<file path="config.mk">
export PLATFORM = sky130hd
export DESIGN_NAME = decode_stage
export DESIGN_NICKNAME = d
export VERILOG_FILES = /design/src/rtl/decode_stage.sv
export SDC_FILE = /design/constraint.sdc
export NUM_CORES = 1
export LEC_CHECK = 0
export BUFFER_PORTS_ARGS = -buffer_cell sky130_fd_sc_hd__buf_2
export CORE_MARGIN = 2
export CORE_UTILIZATION = 52
export DETAILED_ROUTE_END_ITERATION = 16
export PLACE_DENSITY = 0.79
export SYNTH_ARGS = -nofsm -noshare
export SYNTH_HDL_FRONTEND = slang
export SYNTH_SLANG_ARGS = --single-unit
</file>
<file path="constraint.sdc">
create_clock -name clk_i -period 7.1 [get_ports clk_i]
set_clock_uncertainty 0.15 [all_clocks]
set_input_delay 1.775 -clock clk_i [delete_from_list [all_inputs] [get_ports clk_i]]
set_output_delay 1.775 -clock clk_i [all_outputs]
set_load 0.005 [all_outputs]
</file>
<file path="src/rtl/decode_stage.sv">
// Registered RV32I decode stage with valid/ready FIFO toward execute.
// Optional macro DECODE_ILLEGAL_TRAP_EN stores and reports an illegal-opcode flag.
module decode_stage #(
  parameter int PC_W      = 32,
  parameter int BUF_DEPTH = 2
) (
  input  logic                       clk_i,
  input  logic                       rst_ni,
  input  logic                       flush_i,
  input  logic                       in_valid_i,
  output logic                       in_ready_o,
  input  logic [31:0]                in_instr_i,
  input  logic [PC_W-1:0]            in_pc_i,
  output logic                       out_valid_o,
  input  logic                       out_ready_i,
  output logic [31:0]                out_instr_o,
  output logic [PC_W-1:0]            out_pc_o,
  output logic                       RegWrite_o,
  output logic                       MemWrite_o,
  output logic                       Jump_o,
  output logic                       Branch_o,
  output logic                       ALUSrc_o,
  output logic                       Is_U_type_o,
  output logic [1:0]                 ResultSrc_o,
  output logic [1:0]                 ImmSel_o,
  output logic [1:0]                 ALUOp_type_o,
  output logic                       illegal_o,
  output logic [$clog2(BUF_DEPTH):0] count_o
);

  localparam int PW = $clog2(BUF_DEPTH);
  localparam int CW = PW + 1;

  localparam logic [1:0] RESSRC_ALU = 2'd0;
  localparam logic [1:0] RESSRC_MEM = 2'd1;
  localparam logic [1:0] RESSRC_PC4 = 2'd2;

  localparam logic [1:0] IMM_SEL_I = 2'd0;
  localparam logic [1:0] IMM_SEL_S = 2'd1;
  localparam logic [1:0] IMM_SEL_B = 2'd2;
  localparam logic [1:0] IMM_SEL_J = 2'd3;

  localparam logic [1:0] ALUOP_TYPE_ADD    = 2'd0;
  localparam logic [1:0] ALUOP_TYPE_BRANCH = 2'd1;
  localparam logic [1:0] ALUOP_TYPE_R_I    = 2'd2;

  localparam logic [6:0] OP_LUI    = 7'b0110111;
  localparam logic [6:0] OP_AUIPC  = 7'b0010111;
  localparam logic [6:0] OP_JAL    = 7'b1101111;
  localparam logic [6:0] OP_JALR   = 7'b1100111;
  localparam logic [6:0] OP_BRANCH = 7'b1100011;
  localparam logic [6:0] OP_LOAD   = 7'b0000011;
  localparam logic [6:0] OP_STORE  = 7'b0100011;
  localparam logic [6:0] OP_I_ALU  = 7'b0010011;
  localparam logic [6:0] OP_R_ALU  = 7'b0110011;

  generate
    if (BUF_DEPTH < 2 || (BUF_DEPTH & (BUF_DEPTH - 1)) != 0) begin : g_bad_depth
      $error("decode_stage: BUF_DEPTH must be a power of two >= 2");
    end
  endgenerate

  typedef struct packed {
    logic [31:0]     instr;
    logic [PC_W-1:0] pc;
    logic            reg_write;
    logic [1:0]      result_src;
    logic            mem_write;
    logic            jump;
    logic            branch;
    logic            alu_src;
    logic [1:0]      imm_sel;
    logic            is_u_type;
    logic [1:0]      alu_op_type;
`ifdef DECODE_ILLEGAL_TRAP_EN
    logic            illegal;
`endif
  } entry_t;

  entry_t          mem_q [BUF_DEPTH];
  entry_t          dec;
  entry_t          head;
  logic [PW-1:0]   wptr_q;
  logic [PW-1:0]   rptr_q;
  logic [CW-1:0]   count_q;
  logic [6:0]      op;
  logic            push;
  logic            pop;

  assign op = in_instr_i[6:0];

  always_comb begin
    dec             = '0;
    dec.instr       = in_instr_i;
    dec.pc          = in_pc_i;
    dec.result_src  = RESSRC_ALU;
    dec.imm_sel     = IMM_SEL_I;
    dec.alu_op_type = ALUOP_TYPE_R_I;
    unique case (1'b1)
      (op == OP_LUI) || (op == OP_AUIPC): begin
        dec.reg_write   = 1'b1;
        dec.alu_src     = 1'b1;
        dec.is_u_type   = 1'b1;
        dec.alu_op_type = ALUOP_TYPE_ADD;
      end
      (op == OP_JAL): begin
        dec.reg_write   = 1'b1;
        dec.result_src  = RESSRC_PC4;
        dec.jump        = 1'b1;
        dec.alu_src     = 1'b1;
        dec.imm_sel     = IMM_SEL_J;
        dec.alu_op_type = ALUOP_TYPE_ADD;
      end
      (op == OP_JALR): begin
        dec.reg_write   = 1'b1;
        dec.result_src  = RESSRC_PC4;
        dec.jump        = 1'b1;
        dec.alu_src     = 1'b1;
        dec.alu_op_type = ALUOP_TYPE_ADD;
      end
      (op == OP_BRANCH): begin
        dec.branch      = 1'b1;
        dec.imm_sel     = IMM_SEL_B;
        dec.alu_op_type = ALUOP_TYPE_BRANCH;
      end
      (op == OP_LOAD): begin
        dec.reg_write   = 1'b1;
        dec.result_src  = RESSRC_MEM;
        dec.alu_src     = 1'b1;
        dec.alu_op_type = ALUOP_TYPE_ADD;
      end
      (op == OP_STORE): begin
        dec.mem_write   = 1'b1;
        dec.alu_src     = 1'b1;
        dec.imm_sel     = IMM_SEL_S;
        dec.alu_op_type = ALUOP_TYPE_ADD;
      end
      (op == OP_I_ALU): begin
        dec.reg_write = 1'b1;
        dec.alu_src   = 1'b1;
      end
      (op == OP_R_ALU): begin
        dec.reg_write = 1'b1;
      end
      // Unknown opcodes (incl. low bits != 2'b11) become NOPs
      default: begin
`ifdef DECODE_ILLEGAL_TRAP_EN
        dec.illegal = 1'b1;
`endif
      end
    endcase
  end

  assign in_ready_o  = (count_q < CW'(BUF_DEPTH));
  assign out_valid_o = (count_q != '0);
  assign push        = in_valid_i && in_ready_o && !flush_i;
  assign pop         = out_valid_o && out_ready_i && !flush_i;

  always_ff @(posedge clk_i) begin
    if (!rst_ni || flush_i) begin
      wptr_q  <= '0;
      rptr_q  <= '0;
      count_q <= '0;
    end else begin
      if (push) wptr_q <= wptr_q + PW'(1);
      if (pop)  rptr_q <= rptr_q + PW'(1);
      unique case ({push, pop})
        2'b10:   count_q <= count_q + CW'(1);
        2'b01:   count_q <= count_q - CW'(1);
        default: count_q <= count_q;
      endcase
    end
  end

  // Payload storage is intentionally left unreset
  always_ff @(posedge clk_i) begin
    if (push) mem_q[wptr_q] <= dec;
  end

  assign head         = mem_q[rptr_q];
  assign out_instr_o  = head.instr;
  assign out_pc_o     = head.pc;
  assign RegWrite_o   = head.reg_write;
  assign ResultSrc_o  = head.result_src;
  assign MemWrite_o   = head.mem_write;
  assign Jump_o       = head.jump;
  assign Branch_o     = head.branch;
  assign ALUSrc_o     = head.alu_src;
  assign ImmSel_o     = head.imm_sel;
  assign Is_U_type_o  = head.is_u_type;
  assign ALUOp_type_o = head.alu_op_type;
  assign count_o      = count_q;

`ifdef DECODE_ILLEGAL_TRAP_EN
  assign illegal_o = head.illegal;
`else
  assign illegal_o = 1'b0;
`endif

endmodule

</file>
==> flow_summary.toml, run 1 <==
[outcome]
status = "finished clean"

[drt]
drtIter0Drc = 141
wirelength_microns = 9861
wl_per_cell_microns = 16.46
drt_first_pass_iters = 5
vias_per_cell = 5.092
drc = 0
vias = 3050
ant_nets = 0

[power_and_ir_drop]
p_clk_share_pct = 41.1
switching_share_pct = 19.79
seq_power_share_pct = 54.0
power.density_mw_per_mm2 = 266.0
pwr-share-comb_pct = 4.9
p_switching_w = 0.0003751
leakagePower_nw = 2.607
peakVddDrop_uv = 161.0
p_int_w = 0.001520

[layout]
syn_to_final_growth_pct = 24.06
antenna_cells = 0
drive_gt1_share_pct = 55.99
final_area_sq_mm = 0.007123
fin_nets = 516

[global_route]
track_usage_pct = 16.94
antenna_found_initial = 1
grt_max_degree = 75
grt_pass1_vias = 3067
grt-ovfl-total = 0
grt_pass1_wl_microns = 14630

[timing]
setup_slack_ns = 3.079
hold_viol = 0
slew_headroom_pct = 34.05
period_share_pct = 56.64
maxSlewViolCount = 0
tns_ns = 0
setup_viol = 0
max_slew.worst_pin.slew_ns = 0.9893
fmax_ghz = 0.2487
layout_min_cycle_time_ns = 4.021
rsz0062_at_grt = "no"
fin_hold_ws_ns = 0.3508

[placement]
pre_cts_slack_ns = 2.743
gp_congestion = 0.7536
port_buffers = 148
placed_cell_area_sq_mm = 0.006596
hpwlAfterDp_microns = 6281

[synth]
netlist_area_sq_mm = 0.005742
synth_seq_cells = 153
synth.avg_cell_area_sq_um = 19.80
syn_nets = 360
yosysWarnings = 0
synth.distinct_cells = 27
ys_seq_area_share_pct = 79.15
synthCells = 290

[worst_setup_path]
startpoint_type = "register"
critPathBufInv = 1
cp_cell_sequence = "mux2_2 > buf_2"
slowest_stage = "dfxtp_4"
worstPathRequired_ns = 5.18
crit_fanout = 74
cp.arrival_ns = 2.10
slowest_delay_ns = 1.01
criticalPathCategory = "register to output port"
worstSetupEndpointType = "output port"
cpLargestDelayFamily = "flip-flops"

[cts]
cts_sinks = 153
numCtsBuffers = 17
clock-root-buffer = "clkbuf_8"
worstSkewPairLatency_ns = 0.50
cts.repair.resized = 0
clk_path_buf_depth = 2
cts_hold_buf = 0
htree_levels = 4
postCtsSetupBuffers = 0
cts_tree = "built"
path_clk_slew_ns = 0.06

[job]
drv_cap = 0

[floorplan]
pin_count = 150
core-area_sq_mm = 0.01079
num_rows = 38
start_util_pct = 53.20
die_w_microns = 109.1
die-area_sq_mm = 0.01190
die_h_microns = 109.1

[hold_path]
hold_path_class = "register to register"
worst paths after layout:
check | start | end | slack, ns | cells after the start
setup reg to reg | count_o[1] | mem_q[0][44] | 4.31 | 4
hold / removal | rptr_q | register | 0.35 | 2
setup / recovery | register | out_instr_o[15] | 3.08 | 2
hold reg to reg | rptr_q | register | 0.35 | 2
stage by stage:
step / std cells / util, % / power, W
finish: 599 / 66.00 / 0.001895
global route: 599 / 66.00 / 0.001967
CTS: 599 / 66.00 / 0.001917
detailed placement: 567 / 61.12 / 0.001136
global placement: 567 / 61.12 / 0.001131
floorplan: 290 / - / 0.001084
cells in the final DEF (no fill, tap or decap), types with 2 or more instances in the layout:
| cell | count |
|---|---|
| clkbuf_16 | 16 |
| nand2_1 | 6 |
| xor2_1 | 2 |
| dfxtp_1 | 4 |
| clkinvlp_4 | 5 |
| buf_2 | 148 |
| nor2b_1 | 2 |
| nor2_1 | 9 |
| clkinv_1 | 2 |
| xnor2_1 | 2 |
| nand3_1 | 2 |
| clkinv_2 | 5 |
| nor4_1 | 2 |
| nor3_1 | 2 |
| inv_1 | 3 |
| o21ai_0 | 4 |
| a21oi_1 | 5 |
| mux2_2 | 74 |
| edfxtp_1 | 148 |
cells in the mapped netlist (all sizes together):
library cell	instances	area share (%)
nor3	2	0.17
and3b	1	0.15
nand2	6	0.39
nor2	10	0.65
dfxtp	5	1.7
or2	1	0.11
nor3b	1	0.13
a21oi	5	0.44
nor4	2	0.22
nor2b	2	0.22
inv	3	0.20
xnor2	2	0.31
nand3	2	0.17
buf	12	1.4
nand2b	1	0.11
or3	2	0.31
o21ai	4	0.35
ha	1	0.22
xor2	2	0.31
nand4b	1	0.15
o211ai	1	0.13
conb	1	0.065
and2	1	0.11
edfxtp	148	77
mux2	74	15
power by group through the flow:
stage	clock network (W)	registers, W	logic [W]
floorplan	0	0.00104	0.0000423
global placement	0	0.00104	0.0000899
detailed placement	0	0.00104	0.0000933
CTS	0.000798	0.00102	0.0000941
global route	0.000838	0.00103	0.000103
finish	0.000778	0.00102	0.0000925
cell families (layout without fill, tap and decap cells):
group	Yosys count	count (layout)	share of synthesized area [%]
compound gates	10	10	0.9152
xor+xnor	4	4	0.6103
fa+ha+maj	1	1	0.2179
buf+inv	15	184	1.634
flops	153	153	79.15
mux	74	74	14.51
other cells	1	1	0.06531
simple gates	32	32	2.899
state kept, by name, indices dropped and copies added (netlist names), named ones only:
register and count:
mem_q 148, rptr_q 1, wptr_q 1, count_o 2
layout make-up:
| type | instances | area, sq um |
|---|---|---|
| Multi-Input combinational cell | 122 | 1114 |
| Sequential cell | 153 | 4548 |
| Fill cell | 764 | 3670 |
| Clock buffer | 18 | 417.9 |
| Timing Repair Buffer | 149 | 748.2 |
| Inverter | 3 | 11.26 |
| Clock inverter | 14 | 108.9 |
| Tap cell | 140 | 175.2 |
worst register-to-register path: stages (launching register included):
cell	delay (ns)
dfxtp_1	0.35
nor3b_1	0.40
inv_1	0.17
nor2_4	0.66
buf_4	0.67
routing by layer:
layer	track usage, %	part of all wire, %
met2	28.13	51
met1	19.51	39
met5	0	0.13
met4	6.777	0.87
met3	7.053	9.1
(Power assumes the default switching activity.)
==> run 2: changes to the inputs <==
--- a/config.mk
+++ b/config.mk
@@ -7,9 +7,9 @@
 export LEC_CHECK = 0
 export BUFFER_PORTS_ARGS = -buffer_cell sky130_fd_sc_hd__buf_2
 export CORE_MARGIN = 2
-export CORE_UTILIZATION = 52
+export CORE_UTILIZATION = 47
 export DETAILED_ROUTE_END_ITERATION = 16
-export PLACE_DENSITY = 0.79
+export PLACE_DENSITY = 0.75
 export SYNTH_ARGS = -nofsm -noshare
 export SYNTH_HDL_FRONTEND = slang
 export SYNTH_SLANG_ARGS = --single-unit
==> constraint.sdc (replaced) <==
create_clock -name clk_i -period 3.67 [get_ports clk_i]
set_clock_uncertainty 0.15 [all_clocks]
set_input_delay 0.9175 -clock clk_i [delete_from_list [all_inputs] [get_ports clk_i]]
set_output_delay 0.9175 -clock clk_i [all_outputs]
set_load 0.005 [all_outputs]
==> flow_summary.toml, run 2 (same netlist as run 1, synthesis figures left out) <==
[power_and_ir_drop]
power.density_mw_per_mm2 = 512.3
p_total_w = 0.003679
peakVddDrop_uv = 257.2
leakagePower_nw = 2.638

[timing]
hold_viol = 0
setup_viol = 0
rsz0062_at_grt = "no"
period_share_pct = 81.08
maxSlewViolCount = 0
tns_ns = 0
fmax_ghz = 0.3361
layout_min_cycle_time_ns = 2.975
slew_headroom_pct = 63.92
max_slew.worst_pin.slew_ns = 0.5413
setup_slack_ns = 0.6945

[drt]
vias_per_cell = 5.008
drtIter0Drc = 193
drc = 0
wirelength_microns = 9567
drt_first_pass_iters = 4
wl_per_cell_microns = 15.68
ant_nets = 0
vias = 3055

[layout]
syn_to_final_growth_pct = 25.06
drive_gt1_share_pct = 55.29
antenna_cells = 0
largest_register_ff_count = 148
largest-register = "mem_q"
stdcell_count = 610
fin_nets = 520
layout_common_cells = "buf_2, edfxtp_1, mux2_2, clkbuf_16, nor2_1"

[worst_setup_path]
worstSetupEndpointType = "output port"
rr_worst_depth = 4
reg2reg_slack_ns = 1.63
critPathBufInv = 2
slowest_delay_ns = 0.65
cp.arrival_ns = 1.91
worstPathRequired_ns = 2.60
startpoint_type = "register"
criticalPathCategory = "register to output port"
crit_fanout = 40
cpLargestDelayFamily = "flip-flops"
timing.rr.end = "mem_q[0][75]"
reg2reg_from = "count_o[1]"
cp_cell_sequence = "buf_12 > mux2_2 > buf_2"
slowest_stage = "dfxtp_4"

[cts]
postCtsSetupBuffers = 0
htree_levels = 4
cts_sinks = 153
clk_path_buf_depth = 2
path_clk_slew_ns = 0.06
numCtsBuffers = 17
clock-root-buffer = "clkbuf_16"
cts_tree = "built"
cts.repair.resized = 0
cts_hold_buf = 0
worstSkewPairLatency_ns = 0.41

[hold_path]
hold_depth = 2
hp-start = "rptr_q"
hold_path_class = "register to register"

[floorplan]
die-area_sq_mm = 0.01312
pin_count = 150
start_util_pct = 48.00
die_h_microns = 114.5
num_rows = 40
core-area_sq_mm = 0.01196
die_w_microns = 114.5

[placement]
gp_congestion = 0.7557
hpwlAfterDp_microns = 6401
port_buffers = 148
pre_cts_slack_ns = 0.9848
dp_cells = 578

[global_route]
grt_max_degree = 41
antenna_found_initial = 0
grt_pass1_wl_microns = 14680
grt_pass1_vias = 3030
track_usage_pct = 15.12
grt-ovfl-total = 0

[job]
drv_cap = 0

[outcome]
status = "finished clean"
run 2: cell count changes in the layout (fill, tap and decap cells not counted), sizes merged:
| cell | before | now |
|---|---|---|
| buf | 149 | 153 |
| clkinvlp | 5 | 2 |
| clkbuf | 18 | 20 |
| clkinv | 8 | 9 |
run 2: cell type report:
cell class	count	area, sq um
multi-input cells	122	1114
inverters	3	11.26
fillers	905	4781
flip-flops and latches	153	4548
clock inverters	12	83.83
repair buffers	153	803.3
well taps	147	183.9
clock buffers	20	436.7
run 2: worst max-delay path by stage:
| stage | start | slack [ns] | depth (start not counted) | endpoint |
|---|---|---|---|---|
| 2_1_floorplan | flush_i | 0.07 | 2 | mem_q[1][10] |
| 3_3_place_gp | flush_i | 1.01 | 5 | mem_q[0][33] |
| 3_5_place_dp | flush_i | 0.98 | 5 | mem_q[0][30] |
| 4_1_cts | register | 0.65 | 3 | out_pc_o[27] |
| 5_1_grt | register | 0.59 | 3 | out_pc_o[12] |
| 6_report | register | 0.69 | 3 | out_pc_o[27] |
run 2: layer usage:
metal | global-route usage (%) | part of all wire, % | vias up
met1 | 17.65 | 41 | 1482
li1 | - | - | 1445
met4 | 6.585 | 1.7 | 0
met5 | 0 | 0 | -
met2 | 24.97 | 51 | 113
met3 | 5.770 | 6.9 | 15
run 2: worst reg2reg max path: stages, from the launching register on:
cell     delay, ns
dfxtp_1       0.36
nor3b_1       0.40
inv_1         0.17
nor2_4        0.11
buf_4         0.45
run 2: where the power goes:
part	switching, W	internal (W)
clock	0.000607	0.000913
sequential	0.0000120	0.00197
combinational	0.0000901	0.0000907
total	0.000709	0.00297
run 2: per-stage QoR:
step           hold slack, ns  cell area, sq um  utilization [%]
3_5_place_dp           0.3677              6660            55.68
5_1_grt                0.4103              7181            60.03
3_3_place_gp           0.3419              6660            55.68
2_1_floorplan          0.3225              5749                -
6_report               0.3769              7181            60.03
4_1_cts                0.3837              7181            60.03
